File: config.mk
export PLATFORM = sky130hd
export DESIGN_NAME = uart_baud_sched_flat
export DESIGN_NICKNAME = d
export VERILOG_FILES = /design/src/rtl/uart_baud_sched_if.sv /design/src/rtl/uart_baud_sched.sv /design/src/flat_wrapper.sv
export SDC_FILE = /design/constraint.sdc
export NUM_CORES = 1
export LEC_CHECK = 0
export CAP_MARGIN = 0
export CELL_PAD_IN_SITES_DETAIL_PLACEMENT = 1
export CELL_PAD_IN_SITES_GLOBAL_PLACEMENT = 1
export CORE_UTILIZATION = 33
export DETAILED_ROUTE_END_ITERATION = 7
export MAX_ROUTING_LAYER = met4
export PLACE_DENSITY = 0.76
export SLEW_MARGIN = 30
export SYNTH_ARGS = -nofsm -noshare
export SYNTH_HDL_FRONTEND = slang
export SYNTH_SLANG_ARGS = --single-unit
File: constraint.sdc
create_clock -name clk -period 1.6 [get_ports clk]
set_input_delay 0.16 -clock clk [delete_from_list [all_inputs] [get_ports clk]]
set_output_delay 0.16 -clock clk [all_outputs]
set_load 0.02 [all_outputs]
File: src/rtl/uart_baud_sched_if.sv
// uart_baud_sched_if
//   Bundle between the configuration/autobaud side (master) and the baud
//   scheduler (slave).
//
//   Handshake: host_req/auto_req are levels held, with their divisor
//   stable, until the matching ack pulses for one cycle. The requester
//   drops req right after seeing its ack. A req still high while the
//   scheduler is idle counts as a new request.
//
//   Signals:
//     enable            run the divider (low holds counters at 0)
//     host_req/host_div host divisor update request + value
//     host_ack          one-cycle completion pulse for host
//     auto_req/auto_div autobaud divisor update request + value
//     auto_ack          one-cycle completion pulse for autobaud
//     os_tick/bit_tick  single-cycle oversample / bit ticks
//     cur_div           divisor currently in effect
//     busy              update pending
//     rej               pulses with an ack when a zero divisor is refused
interface uart_baud_sched_if #(
  parameter int DIV_W = 16
);
  logic             enable;
  logic             host_req;
  logic [DIV_W-1:0] host_div;
  logic             host_ack;
  logic             auto_req;
  logic [DIV_W-1:0] auto_div;
  logic             auto_ack;
  logic             os_tick;
  logic             bit_tick;
  logic [DIV_W-1:0] cur_div;
  logic             busy;
  logic             rej;

  modport master (
    output enable, host_req, host_div, auto_req, auto_div,
    input  host_ack, auto_ack, os_tick, bit_tick, cur_div, busy, rej
  );

  modport slave (
    input  enable, host_req, host_div, auto_req, auto_div,
    output host_ack, auto_ack, os_tick, bit_tick, cur_div, busy, rej
  );
endinterface

File: src/rtl/uart_baud_sched.sv
// uart_baud_sched
//   Shared UART baud divider. Emits a registered os_tick every cur_div+1
//   enabled cycles and a bit_tick on every OS_RATE-th os_tick. Divisor
//   updates from the host and the autobaud engine are arbitrated
//   round-robin and applied only at a bit boundary (or immediately when
//   the divider is disabled), so no bit in flight changes length.
//
//   Ports:
//     clk          rising-edge clock
//     reset        synchronous, active-high
//     bus          uart_baud_sched_if.slave (see interface file)
//     dbg_state_o  1 while the FSM is in PEND
//
//   Optional feature: define BAUD_SCHED_ZERO_GUARD_EN to refuse a granted
//   divisor of 0 (acked with rej, cur_div kept). Without it rej is 0 and a
//   zero divisor gives a continuous os_tick.
module uart_baud_sched #(
  parameter int DIV_W     = 16,
  parameter int OS_RATE   = 16,
  parameter int RESET_DIV = 325
) (
  input  logic                    clk,
  input  logic                    reset,
  uart_baud_sched_if.slave        bus,
  output logic                    dbg_state_o
);

  localparam int OS_W = $clog2(OS_RATE);

  typedef enum logic {
    S_IDLE = 1'b0,
    S_PEND = 1'b1
  } state_t;

  state_t           state_q;
  logic [DIV_W-1:0] div_cnt_q, div_cnt_d;
  logic [OS_W-1:0]  os_cnt_q, os_cnt_d;
  logic             os_tick_q, os_tick_d;
  logic             bit_tick_q, bit_tick_d;
  logic [DIV_W-1:0] cur_div_q, cur_div_d;
  logic [DIV_W-1:0] pend_div_q;
  logic             win_auto_q;
  logic             ptr_auto_q;
  logic             host_ack_q;
  logic             auto_ack_q;
`ifdef BAUD_SCHED_ZERO_GUARD_EN
  logic             rej_q;
`endif

  logic             wrap;
  logic             os_last;
  logic             apply;
  logic             any_req;
  logic             grant_auto;
  logic [DIV_W-1:0] grant_div;

  assign wrap    = bus.enable && (div_cnt_q == cur_div_q);
  assign os_last = (os_cnt_q == OS_W'(OS_RATE - 1));
  // bit_tick_q high means the previous cycle closed a bit, so the counters
  // are at the start of a fresh bit: the only safe point to swap divisors.
  assign apply   = (state_q == S_PEND) && (bit_tick_q || !bus.enable);

  assign any_req    = bus.host_req || bus.auto_req;
  // Auto wins when it is alone or when the pointer favours it.
  assign grant_auto = bus.auto_req && (!bus.host_req || ptr_auto_q);
  assign grant_div  = grant_auto ? bus.auto_div : bus.host_div;

  // Divider next state
  always_comb begin
    div_cnt_d  = div_cnt_q;
    os_cnt_d   = os_cnt_q;
    os_tick_d  = 1'b0;
    bit_tick_d = 1'b0;
    cur_div_d  = cur_div_q;
    if (!bus.enable) begin
      div_cnt_d = '0;
      os_cnt_d  = '0;
    end else begin
      os_tick_d  = wrap;
      bit_tick_d = wrap && os_last;
      if (wrap) begin
        div_cnt_d = '0;
        os_cnt_d  = os_last ? '0 : os_cnt_q + OS_W'(1);
      end else begin
        div_cnt_d = div_cnt_q + DIV_W'(1);
      end
    end
    // Restart the bit cleanly on the new divisor; ticks are suppressed so
    // the first os_tick lands new_div+1 cycles after the ack cycle.
    if (apply) begin
      cur_div_d  = pend_div_q;
      div_cnt_d  = '0;
      os_cnt_d   = '0;
      os_tick_d  = 1'b0;
      bit_tick_d = 1'b0;
    end
  end

  always_ff @(posedge clk) begin
    if (reset) begin
      div_cnt_q  <= '0;
      os_cnt_q   <= '0;
      os_tick_q  <= 1'b0;
      bit_tick_q <= 1'b0;
      cur_div_q  <= DIV_W'(RESET_DIV);
    end else begin
      div_cnt_q  <= div_cnt_d;
      os_cnt_q   <= os_cnt_d;
      os_tick_q  <= os_tick_d;
      bit_tick_q <= bit_tick_d;
      cur_div_q  <= cur_div_d;
    end
  end

  // Update FSM with registered acks
  always_ff @(posedge clk) begin
    if (reset) begin
      state_q    <= S_IDLE;
      pend_div_q <= '0;
      win_auto_q <= 1'b0;
      ptr_auto_q <= 1'b0;
      host_ack_q <= 1'b0;
      auto_ack_q <= 1'b0;
`ifdef BAUD_SCHED_ZERO_GUARD_EN
      rej_q      <= 1'b0;
`endif
    end else begin
      host_ack_q <= 1'b0;
      auto_ack_q <= 1'b0;
`ifdef BAUD_SCHED_ZERO_GUARD_EN
      rej_q      <= 1'b0;
`endif
      case (state_q)
        S_IDLE: begin
          if (any_req) begin
            ptr_auto_q <= !grant_auto;
`ifdef BAUD_SCHED_ZERO_GUARD_EN
            if (grant_div == '0) begin
              // Refused straight from IDLE; cur_div is left alone.
              host_ack_q <= !grant_auto;
              auto_ack_q <= grant_auto;
              rej_q      <= 1'b1;
            end else
`endif
            begin
              pend_div_q <= grant_div;
              win_auto_q <= grant_auto;
              state_q    <= S_PEND;
            end
          end
        end
        S_PEND: begin
          // Requests are ignored here; the losing requester simply keeps
          // its req high and is seen again once back in IDLE.
          if (apply) begin
            host_ack_q <= !win_auto_q;
            auto_ack_q <= win_auto_q;
            state_q    <= S_IDLE;
          end
        end
        default: state_q <= S_IDLE;
      endcase
    end
  end

  assign bus.os_tick  = os_tick_q;
  assign bus.bit_tick = bit_tick_q;
  assign bus.cur_div  = cur_div_q;
  assign bus.host_ack = host_ack_q;
  assign bus.auto_ack = auto_ack_q;
  assign bus.busy     = (state_q == S_PEND);
`ifdef BAUD_SCHED_ZERO_GUARD_EN
  assign bus.rej      = rej_q;
`else
  assign bus.rej      = 1'b0;
`endif
  assign dbg_state_o  = (state_q == S_PEND);

endmodule

File: src/flat_wrapper.sv
// flat-port wrapper written by rule: the top's interface ports become plain ports
module uart_baud_sched_flat 
#(
  parameter int DIV_W     = 16,
  parameter int OS_RATE   = 16,
  parameter int RESET_DIV = 325
)
  (clk, reset, dbg_state_o, bus_enable, bus_host_req, bus_host_div, bus_auto_req, bus_auto_div, bus_host_ack, bus_auto_ack, bus_os_tick, bus_bit_tick, bus_cur_div, bus_busy, bus_rej);
  uart_baud_sched_if #(.DIV_W(DIV_W)) bus_i ();
  input  logic clk;
  input  logic reset;
  output logic dbg_state_o;
  input wire logic [$bits(bus_i.enable)-1:0] bus_enable;
  input wire logic [$bits(bus_i.host_req)-1:0] bus_host_req;
  input wire logic [$bits(bus_i.host_div)-1:0] bus_host_div;
  input wire logic [$bits(bus_i.auto_req)-1:0] bus_auto_req;
  input wire logic [$bits(bus_i.auto_div)-1:0] bus_auto_div;
  output wire logic [$bits(bus_i.host_ack)-1:0] bus_host_ack;
  output wire logic [$bits(bus_i.auto_ack)-1:0] bus_auto_ack;
  output wire logic [$bits(bus_i.os_tick)-1:0] bus_os_tick;
  output wire logic [$bits(bus_i.bit_tick)-1:0] bus_bit_tick;
  output wire logic [$bits(bus_i.cur_div)-1:0] bus_cur_div;
  output wire logic [$bits(bus_i.busy)-1:0] bus_busy;
  output wire logic [$bits(bus_i.rej)-1:0] bus_rej;
  assign bus_i.enable = bus_enable;
  assign bus_i.host_req = bus_host_req;
  assign bus_i.host_div = bus_host_div;
  assign bus_i.auto_req = bus_auto_req;
  assign bus_i.auto_div = bus_auto_div;
  assign bus_host_ack = bus_i.host_ack;
  assign bus_auto_ack = bus_i.auto_ack;
  assign bus_os_tick = bus_i.os_tick;
  assign bus_bit_tick = bus_i.bit_tick;
  assign bus_cur_div = bus_i.cur_div;
  assign bus_busy = bus_i.busy;
  assign bus_rej = bus_i.rej;
  uart_baud_sched #(.DIV_W(DIV_W), .OS_RATE(OS_RATE), .RESET_DIV(RESET_DIV)) u_core (.clk(clk), .reset(reset), .bus(bus_i), .dbg_state_o(dbg_state_o));
endmodule
After elaboration in Yosys (flattened, before gate mapping). Cells that the tools add are included.

Bits in registers: 59. Input port bits: 37. Output and inout port bits: 23. Logic and storage cells: 38.

Add/sub/neg operators: 2. Equality and inequality tests: 2. Muxes and demuxes: 5. Bitwise operators: 3. Reduce and logical (&&, ||, !) cells: 15.

Operator list (count): adder 16 x 1 -> 16 bit (second input constant) (1); equality test 16 bit (1); two-way mux 16 bit (1); OR reduction 3 bit (2); adder 4 x 1 -> 4 bit (second input constant) (1); equality test 4 bit (second input constant) (1); logical AND 1 bit (4); logical NOT 1 bit (4); two-way mux 4 bit (1); OR reduction 4 bit (1); logical OR 1 bit (3); NOT 1 bit (3); two-way mux 1 bit (2); one-hot mux 1 bit (2 select lines) (1); AND reduction 2 bit (1).

Logic depth before layout (Yosys ltp).
Depth in word-level cells: 5. Mapped depth: 8. Gate-level depth less buffers: 6.

Least setup slack after synthesis. OpenSTA, ideal clock, no wires.

Path kind: flip-flop to flip-flop. Start: register u_core.cur_div_q[2], in the netlist u_core.bus.cur_div[2]. End: register u_core.div_cnt_q[9]. Setup time: 0.115 ns. Arrival: 1.636 ns. Required time: 1.485 ns. Slack: -0.151 ns. Stages on the path, launching flop included: 8. Path buffers: 2. Period minus slack after synthesis: 1.751 ns. Cell sequence: dfxtp_1 -> xnor2_2 -> nand4_1 -> nor4_4 -> or2_1 -> buf_6 -> buf_12 -> nor2_1.

Cells in the longest elaborated chain, start to end: 3.

Ends and longest elaborated chain: start, declared (line uart_baud_sched.sv:40) `logic [DIV_W-1:0] cur_div_q, cur_div_d;`; start signal, assigned (line uart_baud_sched.sv:105) `cur_div_q <= DIV_W'(RESET_DIV);`; start signal, assigned (line uart_baud_sched.sv:111) `cur_div_q <= cur_div_d;`; equality test 16 bit (line uart_baud_sched.sv:57) `assign wrap = bus.enable && (div_cnt_q == cur_div_q);`; logical AND 1 bit (line uart_baud_sched.sv:57); OR reduction 4 bit (no source line); end signal, assigned (line uart_baud_sched.sv:107) `div_cnt_q <= div_cnt_d;`; end, declared (line uart_baud_sched.sv:36) `logic [DIV_W-1:0] div_cnt_q, div_cnt_d;`.

No other way between the ends. A chain may end at the register's enable or synchronous reset.

Final worst setup path.
Start: register u_core.div_cnt_q[1]. End: register u_core.bit_tick_q, in the netlist u_core.bus.bit_tick.

Cells in the longest elaborated chain, start to end: 3.

Ends and longest elaborated chain: equality test 16 bit (line uart_baud_sched.sv:57); logical AND 1 bit (line uart_baud_sched.sv:57); logical AND 1 bit (line uart_baud_sched.sv:80) `bit_tick_d = wrap && os_last;`; end signal, assigned (line uart_baud_sched.sv:110) `bit_tick_q <= bit_tick_d;`; end, declared (line uart_baud_sched.sv:39) `logic bit_tick_q, bit_tick_d;`.

No other way between the ends.

==> metrics.cfg <==
[routing]
dr.first_iter.drc_count=116
wl_um=6330
antenna_left=0
vias_per_cell=4.89
wire_per_inst_um=15.0
dr.pass1.iters=5
route.vias.total=2064
drc=0

[placement]
gpl.final_weighted_congestion=0.811
place_hpwl_um=4800
dpl-instance-area_um2=3280
portBuffers=58

[synth]
ys.flop_type=dfxtp_1
syn_avg_cell_area_um2=10.1
yosysWarnings=0
synth-seq-area-share_pct=50.0
yosysUniqueCellTypes=38
netlist_instances=234
synth_edf_count=0
syn_area_um2=2360
async_flop_share_pct=0
syn-num-nets=273
synth_seq_cells=59

[timing]
tns_ns=0
period_share_pct=99.4
fmax_mhz=629
finalHoldViolCount=0
tightest_slew_ns=0.501
finalCriticalPeriod_ns=1.59
skew_ns=0.0113
slew_headroom_pct=66.6
rsz0062_at_grt=yes
finalSetupViolations=0
slew_violations=0

[finish]
design_area_um2=3570
final_common_cell=clkdlybuf4s50_1
multi_input_area_um2=1120
nFillCells=759
seq_area_um2=1230
area_growth_pct=51.2
final_cell_mix=54 x clkdlybuf4s50_1, 41 x nor2_1, 35 x dfxtp_1
diodes=0
final_nets=360
drive_gt1_share_pct=26.1

[worst_setup_path]
path_cells=xnor2_1 -> nand4_1 -> nor4_4 -> buf_6 -> and2b_2 -> and4_1
crit_path_end_kind=flop
start_kind=flop
critPathMaxFanout=7
cp_top_family=simple AND/OR/NAND/NOR gates
cp_slowest_cell=dfxtp_2
cp.required_ns=1.89
worstPathArrival_ns=1.88
slowest_delay_ns=0.35
critPathKind=reg -> reg
crit_buf_inv=1

[pwr]
vdd_ir_drop_max_uv=444
switchingPower_mw=0.859
power_frac_comb_pct=11.7
seqPwrFrac_pct=46.0
swShare_pct=25.2
power_frac_clock_pct=42.3
cellPowerDensity_nw_per_um2=956
p_int_mw=2.55
p_leak_nw=1.36

[floorplanning]
io_pins=60
rows=30
dieArea_um2=7500
fp.dieH_um=86.6
die_w_um=86.6
initial_core_util_pct=34.4
core_um2=6870

[cts]
htree_levels=3
cts.path.max_buffers=2
clock_latency_ns=0.35
clk_pin_slew_ns=0.08
cts_tree=yes
clkSinkCount=59
holdBufCountCts=0
clock-root-buffer=clkbuf_8
cts_inserted_buffers=9

[global_route]
grt_max_degree=20
grt_pass1_wl_um=10400
grt_use_total_pct=19.2
grt_pass1_vias=2098
antenna_found_initial=0
overflow=0

[job]
drv_cap=0

[run_status]
status=completed

[min_path]
min_path_type=in -> reg

routing by layer:
layer | GRT usage [%] | vias to the layer above | wire length, µm
li1 | - | 1025 | -
met5 | - | - | 0
met1 | 22.4 | 976 | 2760
met3 | 6.95 | 9 | 383
met2 | 30.4 | 54 | 3100
met4 | 6.82 | 0 | 90
power by group through the flow:
stage | Clock [mW] | Combinational, mW | Sequential, mW
2_1_floorplan | 0 | 0.175 | 1.61
3_3_place_gp | 0 | 0.394 | 1.60
3_5_place_dp | 0 | 0.402 | 1.60
4_1_cts | 1.47 | 0.402 | 1.57
5_1_grt | 1.55 | 0.433 | 1.58
6_report | 1.44 | 0.401 | 1.57
synthesized netlist by cell type, drive strengths merged, types with 2 or more instances:
library cell   n  area [µm²]
xnor2         20         183
ha             2        25.0
mux2i          2        20.0
nor3           3        15.0
clkbuf         7        26.3
nand2          7        26.3
a22o          12         105
inv            5        18.8
and3           2        12.5
or2            2        12.5
a222oi        16         160
nand4          5        31.3
a211oi         2        15.0
nand2b         2        12.5
xor2          10        87.6
nand3          8        40.0
dfxtp         59        1180
o22a           4        35.0
a21oi          4        20.0
nor2          44         170
o21ai          2        10.0
buf            6        62.6
registers in the layout (all words and copies together), names as in the netlist:
name / flops
u_core.bus.auto_ack: 1
u_core.bus.bit_tick: 1
u_core.bus.busy: 1
u_core.bus.cur_div: 16
u_core.bus.host_ack: 1
u_core.bus.os_tick: 1
u_core.div_cnt_q: 16
u_core.os_cnt_q: 4
u_core.pend_div_q: 16
u_core.ptr_auto_q: 1
u_core.win_auto_q: 1
what timing repair did:
item / 4_1_cts / 5_1_grt
pin swaps: 6 / 7
setup buffers: 0 / 2
gates cloned: 0 / 0
endpoints found under the setup margin: 8 / 23
gates resized for setup: 10 / 14
worst min-delay path: cells and delay by family:
family / cells / cell delay, ns
compound gates: 1 / 0.06
buf+inv: 1 / 0.45
simple gates: 1 / 0.07
cell type report:
class / count / share of cell area [%]
repair buffers: 89 / 24.4
well taps: 96 / 3.36
flip-flops and latches: 59 / 34.5
multi-input cells: 157 / 31.4
clock inverters: 6 / 1.72
inverters: 5 / 0.526
clock buffers: 10 / 4.17
metrics by stage:
stage	setup slack [ns]	util [%]	power [mW]	hold slack, ns	cells
after detailed placement	-0.148	47.7	2.01	0.456	404
after floorplan	-0.0394	-	1.78	0.285	234
after CTS	-0.0152	50.9	3.44	0.422	420
after global routing	-0.0748	52.0	3.56	0.433	422
final	0.0100	52.0	3.41	0.428	422
after global placement	-0.0903	47.7	1.99	0.449	404
logic make-up (layout without fill, tap and decap cells):
family | Yosys count | in the layout | share of synthesized area, %
and+or+nand+nor | 78 | 78 | 15.8
DFF | 59 | 59 | 50.0
AOI/OAI and AO/OA | 44 | 44 | 16.1
xor gates and xnor gates | 30 | 30 | 11.4
buffers and inverters | 18 | 110 | 4.56
adders and majority gates | 2 | 2 | 1.06
muxes | 2 | 2 | 0.848
other | 1 | 1 | 0.159
final timing paths:
check                           slack, ns  depth (start not counted)                start                     to
worst max register to register       0.01                          6  u_core.div_cnt_q[1]    u_core.bus.bit_tick
worst max-delay path                 0.01                          6  u_core.div_cnt_q[1]    u_core.bus.bit_tick
worst min-delay path                 0.43                          3     bus_auto_div[10]  u_core.pend_div_q[10]
worst min register to register       0.47                          1    u_core.win_auto_q    u_core.bus.host_ack
Power figures use the tool's default switching activity.
==> patch 1 (same settings) <==
Register the output `dbg_state_o`, cleared by the reset; this adds one clock of latency there. The other outputs are not delayed to match.
--- a/src/rtl/uart_baud_sched.sv
+++ b/src/rtl/uart_baud_sched.sv
@@ -176,3 +176,9 @@
 `endif
-  assign dbg_state_o  = (state_q == S_PEND);
+  always_ff @(posedge clk) begin
+    if (reset) begin
+      dbg_state_o <= '0;
+    end else begin
+      dbg_state_o <= (state_q == S_PEND);
+    end
+  end
 
Behaviour: not the same (a bounded check fails within 4 cycles, from zero or initial values and one cycle with reset high).
==> patch 1 against the original RTL <==
- clock power grew 6%
- synthesized area rose by 4.1%
- first-iteration DRC count fell by 2.6%
- setup slack worse by 0.019 ns
- cell area increased by 2.4%
- the flow now finishes with violations (negative setup slack)
- largest cell class unchanged
- total power rose by 3.4%
- sequential share of layout area shrank 0.73 points
- highest routed layer unchanged
- sequential cell count increased by 1
- wire length is 12% higher
==> patch 1: results (changes against the original RTL) <==
metric,value,unit,change
CTS resizes,3,,-7
worst skew pair latency,0.34,ns,
slowest CP cell,dfxtp_4,,
Placed Area,3392,sq um,+3.5%
post-synthesis average cell area,8.968,sq um,-11%
"Seq/Total Area, Yosys",48.88,%,-1.1 points
Worst-path clk slew,0.07,ns,
Worst Skew,0.004972,ns,-0.006310 ns
P_leak,1.396,nW,+2.8%
WL per Instance,15.18,microns,+1.1%
dpl ws,-0.1470,ns,+0.001043 ns
Synth Warn #,0,,unchanged
fraction of layout cells with a size suffix above 1,20.05,%,-6.0 points
complex-gate fraction of the synthesized area,11.35,%,-4.7 points
total number of vias,2275,,+10%
Final Worst Setup Slack,-0.008623,ns,-0.01866 ns
Total Routing Usage GR,20.55,%,+1.4 points
Via-to-Cell Ratio,4.861,,-0.61%
"Async S/R FF share, synth",0,%,unchanged
synth top area cells,"dfxtp_1, xnor2_1, nor2_1, a222oi_1, nand2_1",,
Critical Path Fanout Max,6,,-1
clock root buffer,clkbuf_8,,
"Distinct cells, synth",34,,-11%
vias in the first global route,2404,,+15%
critical path startpoint,u_core.bus.cur_div[11],,
postcts setup bufs,1,,+1
largest net degree at the start of global routing,22,,+10%
total CTS buffers,9,,unchanged
global-route wire length before repair,11740,microns,+13%
# H-tree levels,3,,unchanged
placed insts,450,,+11%
Clock Path Buffers,2,,unchanged
status,"finished, violations left",,
Synth Area in XOR/XNOR,11.00,%,-0.45 points
HP Start,bus_auto_div[12],,
initial antenna violation count,0,,unchanged
VDD IR-drop max,0.0003674,V,-17%
IO Port Bufs,58,,unchanged
Mapped Nets,313,,+15%
setup TNS,-0.008623,ns,-0.008623 ns
placer congestion estimate,0.7778,,-4.0%
max_slew headroom,58.50,%,-8.1 points
CP Data Arrival Time,1.85,ns,-0.03 ns
failing checks,negative setup slack,,
Final setup viols,1,,+1
initial drt markers,113,,-2.6%
Antenna Cells,0,,unchanged
DP HPWL,5192,microns,+8.2%
nets@finish,403,,+12%
post-synthesis mux area share,0.8147,%,-0.033 points
Post-Synth Adder-Cell Area,1.018,%,-0.042 points
Post-synth top cells,"dfxtp_1, nor2_1, nand2_1, xnor2_1, a222oi_1",,
==> patch 1: cell types whose count changed in the layout (fill, tap and decap cells not counted), moves of 5 or more <==
cell	change
nand2_1	+34
a22o_1	-12
a21oi_1	+11
dfxtp_1	+11
buf_4	+9
dfxtp_2	-8
nand3b_1	+5
==> patch 1: cells by family after synthesis <==
| kind of cell | count (synthesis) |
|---|---|
| AND/OR/NAND/NOR | 121 |
| flip-flops | 60 |
| AO/OA/AOI/OAI | 37 |
| XOR/XNOR | 30 |
| buffers and inverters | 21 |
| adder cells (fa/ha/maj) | 2 |
| multiplexers | 2 |
| other | 1 |
==> patch 1: worst paths after layout <==
kind / slack [ns] / end / depth (start not counted)
setup / recovery: -0.009 / u_core.os_cnt_q[2] / 6
hold / removal: 0.44 / u_core.pend_div_q[12] / 3
setup reg to reg: -0.009 / u_core.os_cnt_q[2] / 6
hold reg to reg: 0.45 / u_core.bus.host_ack / 1
==> patch 1: metal layers <==
metal / wire length, microns / vias to the layer above / track usage (%)
li1: - / 1120 / -
met1: 3278 / 1087 / 25.48
met2: 3446 / 53 / 33.15
met3: 230 / 15 / 3.545
met4: 148 / 0 / 8.358
met5: 0 / - / -
==> patch 1: area by class of cell <==
| class | instances | area, sq um |
|---|---|---|
| fill | 845 | 3560 |
| sequential | 60 | 1234 |
| multi-input combinational | 193 | 1171 |
| timing repair buffer | 95 | 889.6 |
| clock buffer | 12 | 145.1 |
| tap | 99 | 123.9 |
| clock inverter | 4 | 72.57 |
| inverter | 5 | 18.77 |
==> patch 1: where the power goes <==
group | leakage, nW | total [W] | internal (W) | switching, W
Clock | 0.107 | 0.00153 | 0.000918 | 0.000609
Combinational | 0.795 | 0.000413 | 0.000220 | 0.000193
Sequential | 0.495 | 0.00159 | 0.00155 | 0.0000418
==> patch 2 (same settings) <==
Made on the original files. `OS_RATE` is set to 16 in 2 places; all go to 8.
--- a/src/rtl/uart_baud_sched.sv
+++ b/src/rtl/uart_baud_sched.sv
@@ -18,3 +18,3 @@
   parameter int DIV_W     = 16,
-  parameter int OS_RATE   = 16,
+  parameter int OS_RATE   = 8,
   parameter int RESET_DIV = 325
--- a/src/flat_wrapper.sv
+++ b/src/flat_wrapper.sv
@@ -4,3 +4,3 @@
   parameter int DIV_W     = 16,
-  parameter int OS_RATE   = 16,
+  parameter int OS_RATE   = 8,
   parameter int RESET_DIV = 325
Function: no difference found for any inputs over 10 cycles, from zero or initial values and one cycle with reset high; that may be too few to reach the edited logic, so the function may still have changed.
==> patch 2 against the original RTL <==
- synthesized area down 3.0%
- sequential cell count shrank 1
- total power increased by 2.6%
- non-clock buffer count decreased by 1
- core utilization increased by 1.4 points
- wire length is 0.49% higher
- first-iteration DRC count shrank 13%
- setup slack better by 0.032 ns
- cell area down 2.3%
- clock skew fell by 0.0015 ns
- via count down 3.6%
- combinational power increased by 1%
- critical path type unchanged
==> patch 2: results (changes against the original RTL) <==
metric,value,unit,change
Total Routing Usage GR,20.59,%,+1.4 points
Pre-Repair DR Iteration Count,4,,-1
global-route wire length before repair,10780,microns,+4.1%
synth top area cells,"dfxtp_1, xnor2_1, a222oi_1, nor2_1, a22o_1",,
placed insts,380,,-5.9%
placer congestion estimate,0.7358,,-9.2%
Synth Area in XOR/XNOR,11.48,%,+0.029 points
status,"complete, no violations",,
Max Slew Vio Count,0,,unchanged
Final Non-Filler Cells,395,,-6.4%
Worst-path clk slew,0.07,ns,
Post-synth top cells,"dfxtp_1, nor2_1, xnor2_1, a222oi_1, a22o_1",,
worst hold path type,primary input to flip-flop,,
met3 WL,271,microns,-29%
vias in the first global route,2190,,+4.4%
largest net degree at the start of global routing,19,,-5.0%
total number of vias,1990,,-3.6%
"Distinct cells, synth",32,,-16%
nets@finish,354,,-1.7%
DP HPWL,4670,microns,-2.7%
initial drt markers,101,,-13%
wl on met1,2690,microns,-2.6%
met2 wire length,3301,microns,+6.6%
CP Data Arrival Time,1.82,ns,-0.06 ns
post-synthesis mux area share,0.4372,%,-0.41 points
Worst Skew,0.009773,ns,-0.001508 ns
Gate Count Post-Synth,227,,-3.0%
Critical Path Fanout Max,6,,-1
Post-Synth Adder-Cell Area,1.639,%,+0.58 points
dpl ws,-0.1797,ns,-0.03161 ns
P_leak,1.350,nW,-0.59%
fraction of layout cells with a size suffix above 1,24.21,%,-1.9 points
IO Port Bufs,58,,unchanged
total CTS buffers,9,,unchanged
cell family with most CP delay,simple AND/OR/NAND/NOR gates,,
"Async S/R FF share, synth",0,%,unchanged
"Seq/Total Area, Yosys",50.71,%,+0.68 points
Int Power,0.002687,W,+5.3%
CP peak stage delay,0.33,ns,-0.02 ns
complex-gate fraction of the synthesized area,16.34,%,+0.28 points
VDD IR-drop max,0.0004878,V,+9.8%
WL per Instance,16.11,microns,+7.4%
fillcell total,736,,-3.0%
Mapped Nets,267,,-2.2%
## patch 2: cell count changes in the layout (fill, tap and decap cells not counted), sizes merged, moves of 2 or more
cell,unedited run,this run
xnor2,20,24
nand4,5,8
o21ai,2,4
nand3,8,4
nor2b,0,2
clkinv,2,0
clkdlybuf4s50,54,50
xor2,10,6
nand2,7,3
dlymetal6s2s,2,5
nor2,44,42
## patch 2: metrics by stage
step	TNS, ns	util [%]	cell area, sq um	power (W)
global route	-0.1067	53.39	3487	0.003643
detailed placement	-2.685	48.85	3191	0.001991
finish	0	53.39	3487	0.003499
global placement	-1.131	48.85	3191	0.001977
CTS	0	52.59	3435	0.003538
floorplan	0	-	2303	0.001755
## patch 2: power by group through the flow
| stage | Sequential [W] | Clock [W] | Combinational, W |
|---|---|---|---|
| floorplan | 0.00159 | 0 | 0.000166 |
| global placement | 0.00158 | 0 | 0.000399 |
| detailed placement | 0.00158 | 0 | 0.000410 |
| CTS | 0.00155 | 0.00158 | 0.000410 |
| global route | 0.00156 | 0.00165 | 0.000440 |
| finish | 0.00155 | 0.00154 | 0.000407 |
## patch 2: cell type report
cell class | instances | share of cell area [%]
well taps | 77 | 2.763
flip-flops and latches | 58 | 34.16
multi-input cells | 152 | 31.25
clock buffers | 11 | 4.342
clock inverters | 4 | 2.153
repair buffers | 88 | 24.79
inverters | 5 | 0.5382
## patch 2: layer usage
metal	global-route usage (%)	up-vias
met5	-	-
li1	-	997
met1	22.53	936
met2	34.90	48
met3	4.377	9
met4	11.36	0
## patch 2: final timing paths
path | start | to | slack (ns) | cells after the start
hold / removal | bus_auto_div[11] | u_core.pend_div_q[11] | 0.43 | 3
setup reg to reg | u_core.bus.cur_div[2] | u_core.os_cnt_q[1] | 0.04 | 6
setup / recovery | u_core.bus.cur_div[2] | u_core.os_cnt_q[1] | 0.04 | 6
hold reg to reg | u_core.div_cnt_q[0] | u_core.div_cnt_q[0] | 0.46 | 1
## patch 2: kinds of logic (layout without fill, tap and decap cells)
family,count (synthesis),in the layout
buffers and inverters,17,108
other,1,1
multiplexers,1,1
XOR/XNOR,30,30
AO/OA/AOI/OAI,44,44
AND/OR/NAND/NOR,73,73
adder cells (fa/ha/maj),3,3
flip-flops,58,58
## patch 2: worst register-to-register path: cells and delay by family, from the launching register on
family	cells	cell delay, ns
AO/OA/AOI/OAI	2	0.28
buffers and inverters	1	0.19
XOR/XNOR	1	0.20
flip-flops	1	0.33
AND/OR/NAND/NOR	2	0.48
## patch 2: repair_timing
item / CTS / global route
pin swaps: 2 / 4
cloned: 0 / 0
gates resized for setup: 9 / 19
buffers inserted: 0 / 0
setup endpoints to repair: 19 / 28
hold endpoints to repair: 0 / 0
